File: config.mk
export PLATFORM = sky130hd
export DESIGN_NAME = regfile_write_arbiter
export DESIGN_NICKNAME = d
export VERILOG_FILES = /design/src/rtl/regfile_write_arbiter.sv
export SDC_FILE = /design/constraint.sdc
export NUM_CORES = 1
export LEC_CHECK = 0
export ABC_AREA = 1
export CAP_MARGIN = 20
export CORE_MARGIN = 5
export CORE_UTILIZATION = 25
export DETAILED_ROUTE_END_ITERATION = 16
export SYNTH_ARGS = -nofsm -noshare
export SYNTH_HDL_FRONTEND = slang
export SYNTH_SLANG_ARGS = --single-unit
File: constraint.sdc
create_clock -name Clock -period 2.51 [get_ports Clock]
set_input_delay 0.251 -clock Clock [delete_from_list [all_inputs] [get_ports Clock]]
set_output_delay 0.251 -clock Clock [all_outputs]
set_load 0.005 [all_outputs]
File: src/rtl/regfile_write_arbiter.sv
// Round-robin arbiter sharing the register-file write port between ALU writeback (A)
// and load/mul-div writeback (B), with in-flight forwarding hits and a conflict counter.
module regfile_write_arbiter #(
    parameter int CNT_W = 16
) (
    input  logic             Clock,
    input  logic             Reset,
    input  logic             AValid,
    input  logic [4:0]       AAddr,
    input  logic [31:0]      AData,
    output logic             AReady,
    input  logic             BValid,
    input  logic [4:0]       BAddr,
    input  logic [31:0]      BData,
    output logic             BReady,
    output logic             RegWrite,
    output logic [4:0]       WriteAddr,
    output logic [31:0]      WriteData,
    input  logic [4:0]       ReadAddr1,
    input  logic [4:0]       ReadAddr2,
    output logic             FwdHit1,
    output logic             FwdHit2,
    output logic [31:0]      FwdData,
    output logic [CNT_W-1:0] ConflictCount
);

    typedef enum logic {
        GRANT_A = 1'b0,
        GRANT_B = 1'b1
    } grant_e;

    function automatic logic [CNT_W-1:0] sat_inc(input logic [CNT_W-1:0] v);
        if (&v) begin
            return v;
        end else begin
            return v + {{(CNT_W-1){1'b0}}, 1'b1};
        end
    endfunction

    logic             a_nz_s;
    logic             b_nz_s;
    logic             a_zero_s;
    logic             b_zero_s;
    logic             grant_a_s;
    logic             grant_b_s;

    grant_e           last_grant_q;
    grant_e           last_grant_d;
    logic             reg_write_q;
    logic             reg_write_d;
    logic [4:0]       waddr_q;
    logic [4:0]       waddr_d;
    logic [31:0]      wdata_q;
    logic [31:0]      wdata_d;
    logic [CNT_W-1:0] cnt_q;
    logic [CNT_W-1:0] cnt_d;

    assign a_nz_s   = AValid && (AAddr != 5'd0);
    assign b_nz_s   = BValid && (BAddr != 5'd0);
    assign a_zero_s = AValid && (AAddr == 5'd0);
    assign b_zero_s = BValid && (BAddr == 5'd0);

    // Grant selection: only non-zero requests compete; ties go to the requester not granted last.
    always_comb begin
        grant_a_s = 1'b0;
        grant_b_s = 1'b0;
        if (Reset) begin
            grant_a_s = 1'b0;
            grant_b_s = 1'b0;
        end else if (a_nz_s && b_nz_s) begin
            if (last_grant_q == GRANT_B) begin
                grant_a_s = 1'b1;
            end else begin
                grant_b_s = 1'b1;
            end
        end else begin
            grant_a_s = a_nz_s;
            grant_b_s = b_nz_s;
        end
    end

    // Zero-address requests are swallowed immediately so they never stall the requester.
    assign AReady = !Reset && (a_zero_s || grant_a_s);
    assign BReady = !Reset && (b_zero_s || grant_b_s);

    // Next-state for the output stage, round-robin pointer and conflict counter.
    always_comb begin
        reg_write_d  = 1'b0;
        waddr_d      = waddr_q;
        wdata_d      = wdata_q;
        last_grant_d = last_grant_q;
        cnt_d        = cnt_q;
        if (grant_a_s) begin
            reg_write_d  = 1'b1;
            waddr_d      = AAddr;
            wdata_d      = AData;
            last_grant_d = GRANT_A;
        end else if (grant_b_s) begin
            reg_write_d  = 1'b1;
            waddr_d      = BAddr;
            wdata_d      = BData;
            last_grant_d = GRANT_B;
        end else begin
            reg_write_d  = 1'b0;
        end
        if (a_nz_s && b_nz_s && !Reset) begin
            cnt_d = sat_inc(cnt_q);
        end else begin
            cnt_d = cnt_q;
        end
    end

    // State registers; reset leaves B as last winner so A takes the first tie.
    always_ff @(posedge Clock) begin
        if (Reset) begin
            reg_write_q  <= 1'b0;
            waddr_q      <= 5'd0;
            wdata_q      <= 32'd0;
            last_grant_q <= GRANT_B;
            cnt_q        <= '0;
        end else begin
            reg_write_q  <= reg_write_d;
            waddr_q      <= waddr_d;
            wdata_q      <= wdata_d;
            last_grant_q <= last_grant_d;
            cnt_q        <= cnt_d;
        end
    end

    assign RegWrite      = reg_write_q;
    assign WriteAddr     = waddr_q;
    assign WriteData     = wdata_q;
    assign FwdData       = wdata_q;
    // WriteAddr is never 0 while RegWrite is set, so register 0 can never hit.
    assign FwdHit1       = reg_write_q && (waddr_q == ReadAddr1);
    assign FwdHit2       = reg_write_q && (waddr_q == ReadAddr2);
    assign ConflictCount = cnt_q;

endmodule

=== After elaboration in Yosys (flattened, before gate mapping) ===
Cells that the tools add are included.

* Bits in registers: 55
* Input port bits: 88
* Output and inout port bits: 90
* Word-level logic and storage cells: 43

* $add $sub $neg: 1
* Eq/ne operators: 2
* Mux-type cells: 14
* Bitwise logic cells: 1
* Reduce and logical (&&, ||, !) cells: 20

{| class="wikitable"
|+ Operator list
! kind !! number
|-
| $mux 32 || 2
|-
| $add 16x1->16 const B || 1
|-
| $reduce_and 16->1 || 1
|-
| $eq 5x5->1 || 2
|-
| $logic_and 1x1->1 || 10
|-
| $logic_not 5->1 || 2
|-
| $mux 1 || 10
|-
| $mux 5 || 2
|-
| $reduce_bool 5->1 || 2
|-
| $logic_or 1x1->1 || 2
|-
| $reduce_and 2->1 || 1
|-
| $reduce_bool 2->1 || 1
|-
| $logic_not 1->1 || 1
|-
| $not 1->1 || 1
|}

=== Logic depth before layout (Yosys ltp) ===
* Word-level depth: 7
* Depth in mapped cells: 11
* Mapped depth without buffers: 10

=== Worst setup path after synthesis ===
No wires, ideal clock.

* Kind: reg-to-reg
* Start point: reg cnt_q[0], in the netlist ConflictCount[0]
* End point: reg cnt_q[3], in the netlist ConflictCount[3]
* Setup time: 0.135 ns
* Data arrival time: 1.387 ns
* Required time: 2.375 ns
* Path slack: 0.988 ns
* Stages on the path, launching flop included: 12
* Buffers on the path: 1
* Period minus slack after synthesis: 1.522 ns
* Cell sequence: dfxtp_1 -> ha_1 -> nand3_2 -> inv_2 -> nand2_2 -> clkinv_1 -> nand3_2 -> nand2_4 -> inv_2 -> buf_6 -> nand2_1 -> a21oi_2

* Word-level cells in the longest chain between the ends: 3
* Elaborated cells between the ends (all ways): 4
* Classes of those cells: add/sub (1); bitwise (1); reduce/logical (2)

{| class="wikitable"
|+ Ends and longest elaborated chain
! item !! RTL line !! RTL
|-
| start, declared || 55 || <nowiki>logic [CNT_W-1:0] cnt_q;</nowiki>
|-
| start signal, assigned || 126 || <nowiki>cnt_q <= cnt_d;</nowiki>
|-
| parallel branches: the longest is 3 deep, another holds $add 16x1->16 || - ||
|}

Several ways; the timed one is not identified.
A chain may end at the register's enable or synchronous reset.

=== Worst setup path in the final report ===
* Start point: in AAddr[4]
* End point: out AReady

* Word-level cells in the longest chain between the ends: 7
* Elaborated cells between the ends (all ways): 9
* Classes of those cells: mux (2); reduce/logical (7)

{| class="wikitable"
|+ Ends and longest elaborated chain
! item !! RTL line !! RTL
|-
| start, declared || 9 || <nowiki>input logic [4:0] AAddr,</nowiki>
|-
| $reduce_bool 5->1 || 58 || <nowiki>assign a_nz_s = AValid && (AAddr != 5'd0);</nowiki>
|-
| $logic_and 1x1->1 || 58 ||
|-
| $logic_and 1x1->1 || 70 || <nowiki>end else if (a_nz_s && b_nz_s) begin</nowiki>
|-
| $mux 1 || 70 ||
|-
| $mux 1 || 67 || <nowiki>if (Reset) begin</nowiki>
|-
| $logic_or 1x1->1 * || 83 || <nowiki>assign AReady = !Reset && (a_zero_s || grant_a_s);</nowiki>
|-
| $logic_and 1x1->1 * || 83 ||
|-
| end, declared || 11 || <nowiki>output logic AReady,</nowiki>
|}

Every way passes the cells marked *; elsewhere a longest branch is shown, timed or not.

==> impl_results.md <==
- Maximum VDD drop: 0.2098 mV
- Initial DRC count: 93
- Min-Delay Path Class: in2reg
- Detailed Route WL: 11.44 mm
- Number of synthesized flops with an enable pin: 0
- Final hold vios: 0
- PwrDens: 436.3 nW/µm²
- Worst skew pair latency: 0.30 ns
- Crit Path Class: in2out
- Via count: 3680
- Most used cell along the critical path: clkdlybuf4s50_1
- Worst-path cell chain: clkdlybuf4s50_1 > inv_1 > nand3_2 > nand2_2 > nor2_4 > nand2_1 > a21oi_1 > clkdlybuf4s50_1
- IO buf count: 177
- Total nets after synthesis: 621
- Setup TNS: 0 ns
- Slew Viols, Final: 0
- CP bufs+invs: 3
- CP Capture Type: output port
- WP data arrival: approximately 1.9 ns
- Top-count cell post-synth: nand2_1
- Share of layout cells above drive strength 1: approximately 5.7%
- Number of CTS-inserted buffers: 5
- Unique cell type count in the Yosys netlist: 26
- Startpoint Class: primary input
- Crit-path max FO: 5
- Clk slew on worst S/H paths: 0.07 ns
- Final setup viols: 0
- Initial antenna violation count: 0
- Run status: finished, final reports clean
- Post-route minimum period: 2.106 ns
- Mapped Area: 3453 µm²
- Hold slack: 0.3207 ns
- Final worst path period share: 83.89%
- Grt ovf: 0
- Ports: 178
- RSZ-0062 raised after global routing: no
- Synth Register Bits: 55
- First-pass GRT wire length: roughly 18 mm
- Synth Instances: 532
- Wirelength per Cell: 13.54 µm
- Post-synth top area cell: dfxtp_1
- Die Width: ~130 µm
- Filler cells: ~1500
- Fin nets: 753
- Setup Buffers After CTS: 0
- Cts hold-fix bufs: 0
- Clock Sinks: 55
- Slew Limit Headroom: between 60% and 70%
- Clk root buf: clkbuf_16
- Fmax: 474.9 MHz
- Asr flop ratio synth: 0%
- Mean number of vias per cell: 4.355
- Vias in the first global route: 3719
- Starting Density: approximately 25%
- Chip height: 127.5 µm
- Register area share after synthesis: about a third
- Critical path's slowest cell: clkdlybuf4s50_1
- Antenna Violating Nets Remaining: 0
- Data required, critical path: 2.26 ns
- Maximum number of pins on one net before global-route repair: 39
- Pleak: 2.206 nW
- Slew @ Worst Pin: 0.4634 ns
- Main flop type after synthesis: dfxtp_1
- Post-cts sizing count: 0
- Crit-path leading delay family: buffers and inverters
- GRT Util Overall: 13.69%
- Detailed Place HPWL: ~8.4 mm
- Area contributors post-synth: dfxtp_1 32%, nand2_1 14%, nand3_1 12%
- CORE AREA: 13720 µm²
- Synthesized area per cell: between 6 and 7 µm²
- # DRC: 0
- Depth of the CTS H-tree: 2
- Skew final: between 0.003 and 0.004 ns
- TritonCTS clock tree: yes
- Die area: ~16000 µm²
- Ant diodes: 0
- Drt pass-1 iters: 4
- Commonest cells in the netlist: 132 x nand2_1, 84 x nand3_1, 83 x inv_1
- GPL Wtd Cong: approximately 0.82
- Area Overhead vs Synth: 52.93%
- Max-cap viol count: 0
- Critical path's largest stage delay: around 0.53 ns
- # rows: 43
- YS warnings: 0
- CTS Buffer Depth: 2
- Share of the synthesized area in the top cell type: 31.88%
registers in the layout (all words and copies together) (netlist names):
name	cells
ConflictCount	16
FwdData	32
RegWrite	1
WriteAddr	5
last_grant_q	1
tightest hold or removal path, cell delays in order:
cell     delay (ns)
buf_2          0.15
inv_1          0.10
nand3_1        0.09
final cells by class:
class | instances | area [µm²] | share of cell area [%]
clock buffers | 5 | 125.1 | 2.369
repair buffers | 184 | 1832 | 34.68
well taps | 180 | 225.2 | 4.264
flip-flops and latches | 55 | 1101 | 20.85
multi-input cells | 331 | 1628 | 30.82
clock inverters | 3 | 43.79 | 0.8292
inverters | 87 | 326.6 | 6.183
cells by family after synthesis:
group	count (synthesis)	share of synthesized area, %
fa+ha+maj	1	0.3623
buf+inv	146	21.49
compound gates	62	9.601
xor+xnor	18	4.565
simple gates	250	32.10
flops	55	31.88
cells in the final DEF, fill, tap and decap left out, types with 3 or more instances in the layout:
| master | synthesis | final |
|---|---|---|
| nor2_1 | 18 | 18 |
| xnor2_1 | 9 | 9 |
| a21oi_1 | 52 | 52 |
| clkdlybuf4s50_1 | 0 | 176 |
| inv_2 | 3 | 3 |
| nor2_2 | 4 | 3 |
| a21oi_2 | 5 | 4 |
| xor2_1 | 9 | 9 |
| nand2_2 | 3 | 3 |
| dfxtp_1 | 55 | 55 |
| nand3_1 | 84 | 83 |
| inv_1 | 83 | 83 |
| nand2_1 | 132 | 132 |
| nand3_2 | 4 | 5 |
| o21ai_0 | 3 | 3 |
| clkbuf_16 | 0 | 5 |
| buf_4 | 36 | 6 |
metrics by stage:
step	area, µm²	util, %	power [W]	instances	setup slack (ns)
after floorplan	3453	-	0.001227	532	0.9880
after global placement	5112	37.26	0.001521	837	0.3991
after detailed placement	5112	37.26	0.001530	837	0.3885
after CTS	5281	38.50	0.002356	845	0.3751
after global routing	5281	38.50	0.002436	845	0.2788
final	5281	38.50	0.002304	845	0.4043
routing by layer:
| layer | part of all wire (%) | GRT usage, % |
|---|---|---|
| met2 | 51 | 25.27 |
| met3 | 6.0 | 3.888 |
| met4 | 1.1 | 3.281 |
| met1 | 41 | 15.46 |
| met5 | 0 | 0 |
power by group:
part           internal [W]  total [W]  switching (W)
combinational      0.000321   0.000546       0.000225
sequential         0.000916   0.000955      0.0000388
clock              0.000471   0.000804       0.000332
total               0.00171    0.00230       0.000596
worst paths after layout:
kind | startpoint | endpoint | slack [ns] | cells past startpoint
max reg2reg | ConflictCount[0] | ConflictCount[14] | 0.77 | 10
min | Reset | last_grant_q | 0.32 | 3
max | AAddr[4] | AReady | 0.40 | 8
min reg2reg | FwdData[12] | FwdData[12] | 0.49 | 2
(Power assumes the default switching activity.)
